## src/rtl/r88_int_sequencer_if.sv

```systemverilog
// Bundle between the interrupt sequencer and its neighbours (decoder, register file,
// memory bus interface).
//   master : the surrounding CPU side; drives requests, return state and memory responses.
//   slave  : the sequencer; drives the bus strobes, PC/SP load values and pulses.
interface r88_int_sequencer_if;
  // Requests and architectural state from the decoder / register file
  logic        instrBoundary;
  logic        nmiReq;
  logic        irq;
  logic        irqEn;
  logic        brkReq;
  logic [15:0] pcIn;
  logic [15:0] spIn;
  logic [7:0]  flagsIn;
  // Memory response
  logic        memAck;
  logic [7:0]  memDataIn;
  // Sequencer outputs
  logic        busy;
  logic        readMem;
  logic        writeMem;
  logic [15:0] memAddr;
  logic [7:0]  memDataOut;
  logic [15:0] pcOut;
  logic        pcLoad;
  logic [15:0] spOut;
  logic        spLoad;
  logic        irqDisable;
  logic        ackNmi;
  logic        ackIrq;

  modport master (
    output instrBoundary, nmiReq, irq, irqEn, brkReq, pcIn, spIn, flagsIn, memAck, memDataIn,
    input  busy, readMem, writeMem, memAddr, memDataOut, pcOut, pcLoad, spOut, spLoad,
           irqDisable, ackNmi, ackIrq
  );

  modport slave (
    input  instrBoundary, nmiReq, irq, irqEn, brkReq, pcIn, spIn, flagsIn, memAck, memDataIn,
    output busy, readMem, writeMem, memAddr, memDataOut, pcOut, pcLoad, spOut, spLoad,
           irqDisable, ackNmi, ackIrq
  );
endinterface

```

## src/rtl/r88_int_sequencer.sv

```systemverilog
// Interrupt / reset sequencer. Arbitrates reset, NMI, BRK and IRQ at instruction
// boundaries. Interrupts push PCH, PCL and flags below the latched SP, fetch the
// 16-bit vector and load PC and SP. Reset fetches the reset vector only.
// Ports:
//   sysClock : clock, rising edge
//   resetReq : synchronous active-low reset
//   bus      : r88_int_sequencer_if.slave (requests, memory handshake, PC/SP outputs)
// All outputs are registered. The sequencer owns the memory bus while busy is high.
module r88_int_sequencer #(
  parameter logic [15:0] RESET_VEC = 16'hFFFC,
  parameter logic [15:0] NMI_VEC   = 16'hFFFA,
  parameter logic [15:0] IRQ_VEC   = 16'hFFFE,
  parameter int unsigned BRK_BIT   = 4
) (
  input logic                  sysClock,
  input logic                  resetReq,
  r88_int_sequencer_if.slave   bus
);

  localparam logic [7:0] BrkMask = 8'(1 << BRK_BIT);

  typedef enum logic [2:0] {
    StRstPend,
    StIdle,
    StPushPch,
    StPushPcl,
    StPushFlg,
    StVecLo,
    StVecHi,
    StLoad
  } state_e;

  state_e      stateQ;
  logic        nmiPrevQ;
  logic        nmiPendingQ;
  logic        isResetQ;
  logic [15:0] vecQ;
  logic [15:0] pcLatQ;
  logic [15:0] spLatQ;
  logic [7:0]  flagsLatQ;
  logic [7:0]  vecLoQ;

  logic        busyQ;
  logic        readMemQ;
  logic        writeMemQ;
  logic [15:0] memAddrQ;
  logic [7:0]  memDataOutQ;
  logic [15:0] pcOutQ;
  logic        pcLoadQ;
  logic [15:0] spOutQ;
  logic        spLoadQ;
  logic        irqDisableQ;
  logic        ackNmiQ;
  logic        ackIrqQ;

  logic        nmiEdge;
  logic        canAccept;
  logic        takeNmi;
  logic        takeBrk;
  logic        takeIrq;
  logic [7:0]  flagsSel;

  always_comb begin
    nmiEdge   = bus.nmiReq & ~nmiPrevQ;
    canAccept = (stateQ == StIdle) & bus.instrBoundary;
    takeNmi   = canAccept & nmiPendingQ;
    takeBrk   = canAccept & ~nmiPendingQ & bus.brkReq;
    takeIrq   = canAccept & ~nmiPendingQ & ~bus.brkReq & bus.irq & bus.irqEn;
    flagsSel  = takeBrk ? (bus.flagsIn | BrkMask) : (bus.flagsIn & ~BrkMask);
  end

  always_ff @(posedge sysClock) begin
    if (!resetReq) begin
      stateQ      <= StRstPend;
      nmiPrevQ    <= 1'b0;
      nmiPendingQ <= 1'b0;
      isResetQ    <= 1'b0;
      vecQ        <= 16'h0000;
      pcLatQ      <= 16'h0000;
      spLatQ      <= 16'h0000;
      flagsLatQ   <= 8'h00;
      vecLoQ      <= 8'h00;
      busyQ       <= 1'b0;
      readMemQ    <= 1'b0;
      writeMemQ   <= 1'b0;
      memAddrQ    <= 16'h0000;
      memDataOutQ <= 8'h00;
      pcOutQ      <= 16'h0000;
      pcLoadQ     <= 1'b0;
      spOutQ      <= 16'h0000;
      spLoadQ     <= 1'b0;
      irqDisableQ <= 1'b0;
      ackNmiQ     <= 1'b0;
      ackIrqQ     <= 1'b0;
    end else begin
      nmiPrevQ    <= bus.nmiReq;
      // A fresh edge in the accept cycle wins over the clear.
      nmiPendingQ <= nmiEdge | (nmiPendingQ & ~takeNmi);
      pcLoadQ     <= 1'b0;
      spLoadQ     <= 1'b0;
      irqDisableQ <= 1'b0;
      ackNmiQ     <= 1'b0;
      ackIrqQ     <= 1'b0;

      unique case (stateQ)
        StRstPend: begin
          stateQ   <= StVecLo;
          isResetQ <= 1'b1;
          vecQ     <= RESET_VEC;
          busyQ    <= 1'b1;
          readMemQ <= 1'b1;
          memAddrQ <= RESET_VEC;
        end
        StIdle: begin
          if (takeNmi || takeBrk || takeIrq) begin
            stateQ      <= StPushPch;
            isResetQ    <= 1'b0;
            vecQ        <= takeNmi ? NMI_VEC : IRQ_VEC;
            pcLatQ      <= bus.pcIn;
            spLatQ      <= bus.spIn;
            flagsLatQ   <= flagsSel;
            busyQ       <= 1'b1;
            writeMemQ   <= 1'b1;
            memAddrQ    <= bus.spIn;
            memDataOutQ <= bus.pcIn[15:8];
            ackNmiQ     <= takeNmi;
            ackIrqQ     <= takeIrq;
          end
        end
        StPushPch: begin
          if (bus.memAck) begin
            stateQ      <= StPushPcl;
            memAddrQ    <= spLatQ - 16'd1;
            memDataOutQ <= pcLatQ[7:0];
          end
        end
        StPushPcl: begin
          if (bus.memAck) begin
            stateQ      <= StPushFlg;
            memAddrQ    <= spLatQ - 16'd2;
            memDataOutQ <= flagsLatQ;
          end
        end
        StPushFlg: begin
          if (bus.memAck) begin
            stateQ    <= StVecLo;
            writeMemQ <= 1'b0;
            readMemQ  <= 1'b1;
            memAddrQ  <= vecQ;
          end
        end
        StVecLo: begin
          if (bus.memAck) begin
            stateQ   <= StVecHi;
            vecLoQ   <= bus.memDataIn;
            memAddrQ <= vecQ + 16'd1;
          end
        end
        StVecHi: begin
          if (bus.memAck) begin
            stateQ      <= StLoad;
            readMemQ    <= 1'b0;
            pcOutQ      <= {bus.memDataIn, vecLoQ};
            pcLoadQ     <= 1'b1;
            irqDisableQ <= 1'b1;
            // Reset path leaves SP to the register file's own reset value.
            if (!isResetQ) begin
              spOutQ  <= spLatQ - 16'd3;
              spLoadQ <= 1'b1;
            end
          end
        end
        StLoad: begin
          stateQ <= StIdle;
          busyQ  <= 1'b0;
        end
        default: begin
          stateQ    <= StRstPend;
          busyQ     <= 1'b0;
          readMemQ  <= 1'b0;
          writeMemQ <= 1'b0;
        end
      endcase
    end
  end

  assign bus.busy       = busyQ;
  assign bus.readMem    = readMemQ;
  assign bus.writeMem   = writeMemQ;
  assign bus.memAddr    = memAddrQ;
  assign bus.memDataOut = memDataOutQ;
  assign bus.pcOut      = pcOutQ;
  assign bus.pcLoad     = pcLoadQ;
  assign bus.spOut      = spOutQ;
  assign bus.spLoad     = spLoadQ;
  assign bus.irqDisable = irqDisableQ;
  assign bus.ackNmi     = ackNmiQ;
  assign bus.ackIrq     = ackIrqQ;

endmodule

```

## src/flat_wrapper.sv

```systemverilog
// flat-port wrapper written by rule: the top's interface ports become plain ports
module r88_int_sequencer_flat 
#(
  parameter logic [15:0] RESET_VEC = 16'hFFFC,
  parameter logic [15:0] NMI_VEC   = 16'hFFFA,
  parameter logic [15:0] IRQ_VEC   = 16'hFFFE,
  parameter int unsigned BRK_BIT   = 4
)
  (sysClock, resetReq, bus_instrBoundary, bus_nmiReq, bus_irq, bus_irqEn, bus_brkReq, bus_pcIn, bus_spIn, bus_flagsIn, bus_memAck, bus_memDataIn, bus_busy, bus_readMem, bus_writeMem, bus_memAddr, bus_memDataOut, bus_pcOut, bus_pcLoad, bus_spOut, bus_spLoad, bus_irqDisable, bus_ackNmi, bus_ackIrq);
  r88_int_sequencer_if bus_i ();
  input logic sysClock;
  input logic resetReq;
  input wire logic [$bits(bus_i.instrBoundary)-1:0] bus_instrBoundary;
  input wire logic [$bits(bus_i.nmiReq)-1:0] bus_nmiReq;
  input wire logic [$bits(bus_i.irq)-1:0] bus_irq;
  input wire logic [$bits(bus_i.irqEn)-1:0] bus_irqEn;
  input wire logic [$bits(bus_i.brkReq)-1:0] bus_brkReq;
  input wire logic [$bits(bus_i.pcIn)-1:0] bus_pcIn;
  input wire logic [$bits(bus_i.spIn)-1:0] bus_spIn;
  input wire logic [$bits(bus_i.flagsIn)-1:0] bus_flagsIn;
  input wire logic [$bits(bus_i.memAck)-1:0] bus_memAck;
  input wire logic [$bits(bus_i.memDataIn)-1:0] bus_memDataIn;
  output wire logic [$bits(bus_i.busy)-1:0] bus_busy;
  output wire logic [$bits(bus_i.readMem)-1:0] bus_readMem;
  output wire logic [$bits(bus_i.writeMem)-1:0] bus_writeMem;
  output wire logic [$bits(bus_i.memAddr)-1:0] bus_memAddr;
  output wire logic [$bits(bus_i.memDataOut)-1:0] bus_memDataOut;
  output wire logic [$bits(bus_i.pcOut)-1:0] bus_pcOut;
  output wire logic [$bits(bus_i.pcLoad)-1:0] bus_pcLoad;
  output wire logic [$bits(bus_i.spOut)-1:0] bus_spOut;
  output wire logic [$bits(bus_i.spLoad)-1:0] bus_spLoad;
  output wire logic [$bits(bus_i.irqDisable)-1:0] bus_irqDisable;
  output wire logic [$bits(bus_i.ackNmi)-1:0] bus_ackNmi;
  output wire logic [$bits(bus_i.ackIrq)-1:0] bus_ackIrq;
  assign bus_i.instrBoundary = bus_instrBoundary;
  assign bus_i.nmiReq = bus_nmiReq;
  assign bus_i.irq = bus_irq;
  assign bus_i.irqEn = bus_irqEn;
  assign bus_i.brkReq = bus_brkReq;
  assign bus_i.pcIn = bus_pcIn;
  assign bus_i.spIn = bus_spIn;
  assign bus_i.flagsIn = bus_flagsIn;
  assign bus_i.memAck = bus_memAck;
  assign bus_i.memDataIn = bus_memDataIn;
  assign bus_busy = bus_i.busy;
  assign bus_readMem = bus_i.readMem;
  assign bus_writeMem = bus_i.writeMem;
  assign bus_memAddr = bus_i.memAddr;
  assign bus_memDataOut = bus_i.memDataOut;
  assign bus_pcOut = bus_i.pcOut;
  assign bus_pcLoad = bus_i.pcLoad;
  assign bus_spOut = bus_i.spOut;
  assign bus_spLoad = bus_i.spLoad;
  assign bus_irqDisable = bus_i.irqDisable;
  assign bus_ackNmi = bus_i.ackNmi;
  assign bus_ackIrq = bus_i.ackIrq;
  r88_int_sequencer #(.RESET_VEC(RESET_VEC), .NMI_VEC(NMI_VEC), .IRQ_VEC(IRQ_VEC), .BRK_BIT(BRK_BIT)) u_core (.sysClock(sysClock), .resetReq(resetReq), .bus(bus_i));
endmodule
```

## config.mk

```make
export PLATFORM = sky130hd
export DESIGN_NAME = r88_int_sequencer_flat
export DESIGN_NICKNAME = d
export VERILOG_FILES = /design/src/rtl/r88_int_sequencer_if.sv /design/src/rtl/r88_int_sequencer.sv /design/src/flat_wrapper.sv
export SDC_FILE = /design/constraint.sdc
export NUM_CORES = 1
export LEC_CHECK = 0
export CAP_MARGIN = 40
export CELL_PAD_IN_SITES_DETAIL_PLACEMENT = 1
export CELL_PAD_IN_SITES_GLOBAL_PLACEMENT = 2
export CORE_ASPECT_RATIO = 1.4
export CORE_MARGIN = 2
export CORE_UTILIZATION = 30
export DETAILED_ROUTE_END_ITERATION = 10
export GPL_TIMING_DRIVEN = 0
export PLACE_DENSITY_LB_ADDON = 0.3
export SLEW_MARGIN = 25
export SYNTH_ARGS = -nofsm -noshare
export SYNTH_HDL_FRONTEND = slang
export SYNTH_SLANG_ARGS = --single-unit
```

## constraint.sdc

```tcl
create_clock -name sysClock -period 2.5 [get_ports sysClock]
set_input_delay 0.75 -clock sysClock [delete_from_list [all_inputs] [get_ports sysClock]]
set_output_delay 0.75 -clock sysClock [all_outputs]
set_load 0.02 [all_outputs]
```

==> results of run 1 <==
-- stage by stage --
step                TNS (ns)  hold WS [ns]
floorplan                  0         0.435
global placement      -19.94         0.440
detailed placement    -23.75         0.449
CTS                        0         0.460
global route               0         0.477
finish                     0         0.461
-- cell type report --
class | instances | area, um^2 | share of cell area, %
tap | 240 | 300 | 4.08
timing repair buffer | 121 | 1200 | 16.3
clock buffer | 9 | 225 | 3.06
buffer | 59 | 312 | 4.23
multi-input combinational | 485 | 2980 | 40.5
sequential | 112 | 2240 | 30.5
clock inverter | 6 | 68.8 | 0.935
inverter | 9 | 33.8 | 0.459
-- worst max-delay path, cell delays in order --
cell and delay, ns:
clkdlybuf4s50_1 0.53, a211oi_2 0.14, a211oi_4 0.32, o311a_1 0.26, buf_6 0.16, o21a_4 0.17, buf_6 0.19, a31oi_2 0.10
-- path summary, 6_finish.rpt --
check / cells past startpoint / end
worst min-delay path: 2 / u_core.vecLoQ[7]
worst max-delay path: 8 / u_core.bus.memAddr[14]
worst min register to register: 2 / u_core.vecLoQ[7]
worst max register to register: 8 / u_core.bus.memDataOut[6]
-- placed cells by master (no fill, tap or decap), drive strengths merged, types with 4 or more instances in the layout --
cell type / Yosys / routed
clkdlybuf4s50: 0 / 116
a31oi: 11 / 11
nor2b: 7 / 7
o21ai: 35 / 35
o211ai: 4 / 4
ha: 7 / 7
o211a: 9 / 9
a22oi: 13 / 13
nor4: 9 / 9
inv: 9 / 10
mux2i: 5 / 5
xor2: 8 / 8
a211o: 9 / 9
nand4: 8 / 8
buf: 31 / 34
dfxtp: 112 / 112
xnor2: 17 / 17
a21boi: 69 / 69
nor3: 8 / 8
nand3: 13 / 13
clkbuf: 29 / 38
and2: 6 / 6
a21oi: 24 / 24
nand2: 156 / 156
nor2: 27 / 27
-- state kept, by name, indices dropped and copies added, names as in the netlist, 3 cells and up --
name and flops:
u_core.bus.memAddr 16, u_core.stateQ 3, u_core.vecLoQ 8, u_core.bus.memDataOut 8, u_core.vecQ 3, u_core.pcLatQ 8
u_core.flagsLatQ 8, u_core.spLatQ 16, u_core.bus.pcOut 16, u_core.bus.spOut 16
-- routing by layer --
layer	GRT usage, %	vias to the layer above	share of wire (%)
li1	-	2574	-
met1	22.1	2521	40
met2	40.6	143	54
met3	3.16	32	3.6
met4	7.63	0	2.6
met5	0	-	0
-- report_power, final --
group / internal, W / total [W] / leakage, nW / switching, W
Clock: 0.000778 / 0.00147 / 0.142 / 0.000690
Combinational: 0.00117 / 0.00283 / 1.65 / 0.00166
Sequential: 0.00205 / 0.00224 / 0.913 / 0.000191
-- timing repair --
action | in CTS | in global routing
hold endpoints to repair | 0 | 0
buffers inserted | 0 | 3
pin swaps | 0 | 1
setup endpoints to repair | 17 | 34
gates resized for setup | 0 | 4
-- cells by family after synthesis --
| family | count (synthesis) | share of synthesized area [%] |
|---|---|---|
| XOR/XNOR | 25 | 3.93 |
| buffers and inverters | 69 | 6.25 |
| adder cells (fa/ha/maj) | 7 | 1.57 |
| AND/OR/NAND/NOR | 250 | 20.8 |
| multiplexers | 5 | 0.899 |
| flip-flops | 112 | 40.3 |
| AO/OA/AOI/OAI | 198 | 26.3 |
==> results.cfg, run 1 <==
[yosys]
synth_top_area_share_pct = 40.3
synth_edf_count = 0
synth_cell_type_count = 67
async_reset_ff_share_pct = 0
synth_nets = 729
synth_warnings = 0
synthesis.area_um2 = 5570
yosysTopAreaCell = dfxtp_1
synth.top_cells.by_area = dfxtp_1 40%, nand2_1 10%, a21boi_1 6.6%, a21boi_0 2.7%, xnor2_1 2.7%
syn_inst = 666
syn_avg_cell_area_um2 = 8.36
yosysSeqAreaShare_pct = 40.3
synth_commonest_cells = 155 x nand2_1, 112 x dfxtp_1, 49 x a21boi_1
synth-seq-cells = 112
synth_most_common_cell = nand2_1
synthFlopType = dfxtp_1

[grt]
grt_pass1_vias = 5735
antenna_found_initial = 0
grt_first_pass_wirelength_mm = 31.6
grt_usage_pct = 20.7
grt_overflow_total = 0
grt_start_max_net_pins = 19

[worst_hold_path]
hp-start = u_core.vecLoQ[7]
min-delay-path-class = reg2reg

[clock_tree]
clk_path_buf_depth = 2
cts_sinks = 112
path_clk_slew_ns = 0.07
cts_hold_buf = 0
root_buffer = clkbuf_16
htreeDepth = 3
tritoncts = done
clock_latency_ns = 0.36
cts_buffers = 9

[power_and_ir_drop]
ir_drop_uv = 384
power_leakage_nw = 2.71
power_w = 0.00654
powerDensity_nw_per_um2 = 889

[floorplan]
coreArea_um2 = 18100
row_count = 58
ioPinCount = 120
initial_core_util_pct = 30.8
die_x_um = 119
dieArea_um2 = 19700
die_h_um = 165

[timing]
period_needed_ns = 2.40
finalWorstSetupSlack_ns = 0.101
finalMaxSlewViolations = 0
fin_crit_sh_pct = 95.9
fin_skew_ns = 0.0110
hold_violations = 0
timing.fmax_ghz = 0.417
worst_pin_slew_ns = 0.803
setup_viol = 0
rsz0062_at_grt = false
relSlewSlack_pct = 46.1

[critical_path]
critPathCaptureType = register
criticalPathCategory = in2reg
rrSetupSlack_ns = 0.19
critPathLaunchType = input pin
cp.required_ns = 2.73
crit_start = bus_irq
arrival_ns = 2.63
path_max_fanout = 10
rr_startpoint = u_core.stateQ[2]

[finish]
syn_to_final_growth_pct = 32.3
drive_above_1_share_pct = 9.36
final_cells = 1041
antenna_cells = 0
fin_nets = 860
final_cell_area_um2 = 7360
utilization_pct = 40.7
nFillCells = 2111

[route]
drc = 0
vias_per_cell = 5.06
route.vias.total = 5270
first_pass_iters = 4
wire_per_inst_um = 19.1
wl_mm = 19.9
drt_iter0_markers = 246
ant_nets = 0

[run]
maxCapViolCount = 0

[place]
dp_hpwl_mm = 15.5
postPlaceCellArea_um2 = 7040
port_buffers = 117
place_ws_ns = -0.433
dp.cells = 1023
place_congestion = 0.866

[outcome]
status = finished, final reports clean
(Power assumes the default switching activity.)
==> run 2: changes to the inputs <==
--- a/config.mk
+++ b/config.mk
@@ -14,6 +14,7 @@
 export DETAILED_ROUTE_END_ITERATION = 10
 export GPL_TIMING_DRIVEN = 0
 export PLACE_DENSITY_LB_ADDON = 0.3
+export SETUP_SLACK_MARGIN = 0.15
 export SLEW_MARGIN = 25
 export SYNTH_ARGS = -nofsm -noshare
 export SYNTH_HDL_FRONTEND = slang
==> results.cfg, run 2 (same netlist as run 1, synthesis figures left out) <==
[power_and_ir_drop]
ir_drop_uv = 389
power_leakage_nw = 2.75
powerDensity_nw_per_um2 = 892
intPower_w = 0.00403
swShare_pct = 38.9
power_frac_seq_pct = 34.0
clkPwrFrac_pct = 22.4
p_comb_share_pct = 43.6
p_sw_w = 0.00257

[grt]
antenna_found_initial = 0
grt_usage_pct = 20.8
grt_first_pass_wirelength_mm = 31.7
grt_start_max_net_pins = 19
grt_pass1_vias = 5763
grt_overflow_total = 0

[finish]
fin_nets = 862
syn_to_final_growth_pct = 32.9
layout_common_cells = 155 x nand2_1, 113 x clkdlybuf4s50_1, 112 x dfxtp_1
mostFrequentLayoutCell = nand2_1
nFillCells = 2115
drive_above_1_share_pct = 9.59
antenna_cells = 0

[timing]
finalWorstSetupSlack_ns = 0.221
timing.fmax_ghz = 0.439
fin_crit_sh_pct = 91.2
setup_tns_ns = 0
relSlewSlack_pct = 46.2
finalMaxSlewViolations = 0
fin_skew_ns = 0.00938
setup_viol = 0
fin_hold_ws_ns = 0.460
worst_pin_slew_ns = 0.801
hold_violations = 0
period_needed_ns = 2.28
rsz0062_at_grt = false

[route]
vias_per_cell = 5.10
drt_iter0_markers = 236
wire_per_inst_um = 19.2
ant_nets = 0
drc = 0
route.vias.total = 5315
first_pass_iters = 4
wl_mm = 20.0

[place]
port_buffers = 117
place_ws_ns = -0.433
dp_hpwl_mm = 15.5
place_congestion = 0.866

[clock_tree]
clock_latency_ns = 0.36
cts_buffers = 9
clk_path_buf_depth = 2
path_clk_slew_ns = 0.07
htreeDepth = 3
tritoncts = done
root_buffer = clkbuf_16
cts_sinks = 112

[floorplan]
ioPinCount = 120
coreArea_um2 = 18100
initial_core_util_pct = 30.8
row_count = 58
die_h_um = 165
die_x_um = 119
dieArea_um2 = 19700

[critical_path]
reg2regPathDepth = 8
crit_start = bus_instrBoundary
path_max_fanout = 10
arrival_ns = 2.51
criticalPathCategory = in2reg
cp.required_ns = 2.73
critPathCaptureType = register
rr_startpoint = u_core.stateQ[2]
critPathLaunchType = input pin

[worst_hold_path]
whs_path_depth = 2
min-delay-path-class = reg2reg
hp-start = u_core.vecLoQ[7]

[outcome]
status = finished, final reports clean

[run]
maxCapViolCount = 0
## run 2: what timing repair did
action                     CTS  global route
setup buffers                4             0
hold buffers                 0             0
setup endpoints to repair   58            34
pin swaps                    1             3
gates resized for setup      4            12
## run 2: final timing paths
| kind | end | slack, ns |
|---|---|---|
| worst max register to register | u_core.bus.memDataOut[0] | 0.34 |
| worst min-delay path | u_core.vecLoQ[7] | 0.46 |
| worst max-delay path | u_core.bus.memAddr[14] | 0.22 |
| worst min register to register | u_core.vecLoQ[7] | 0.46 |
## run 2: power groups by stage
stage / clock network (W) / logic, W / registers (W)
2_1_floorplan: 0 / 0.00160 / 0.00243
3_3_place_gp: 0 / 0.00275 / 0.00227
3_5_place_dp: 0 / 0.00280 / 0.00228
4_1_cts: 0.00151 / 0.00286 / 0.00224
5_1_grt: 0.00160 / 0.00310 / 0.00227
6_report: 0.00148 / 0.00288 / 0.00224
## run 2: final cells by class
class | instances | area (um^2) | area share [%]
Buffer | 60 | 332 | 4.48
Clock buffer | 9 | 225 | 3.04
Timing Repair Buffer | 122 | 1210 | 16.4
Inverter | 9 | 33.8 | 0.457
Tap cell | 240 | 300 | 4.06
Sequential cell | 112 | 2240 | 30.3
Multi-Input combinational cell | 485 | 2980 | 40.3
Clock inverter | 6 | 68.8 | 0.930
## run 2: per-layer routing
layer	track usage [%]	routed length (um)	up-vias
met5	0	0	-
met4	8.33	587	0
met3	3.13	730	36
met2	40.4	10800	148
met1	22.3	7930	2550
li1	-	-	2581
## run 2: critical path: stages
cell and delay (ns):
clkdlybuf4s50_1 0.54, nor4b_2 0.09, a211oi_4 0.28, o311a_1 0.24
buf_6 0.16, o21a_4 0.17, buf_8 0.17, a31oi_2 0.09
## run 2: metrics by stage
| stage | utilization (%) | area, um^2 | instances | power [W] |
|---|---|---|---|---|
| 4_1_cts | 40.8 | 7370 | 1042 | 0.00661 |
| 3_3_place_gp | 38.9 | 7040 | 1023 | 0.00502 |
| 3_5_place_dp | 38.9 | 7040 | 1023 | 0.00508 |
| 6_report | 40.9 | 7400 | 1043 | 0.00660 |
| 2_1_floorplan | - | 5570 | 666 | 0.00403 |
| 5_1_grt | 40.9 | 7400 | 1043 | 0.00697 |
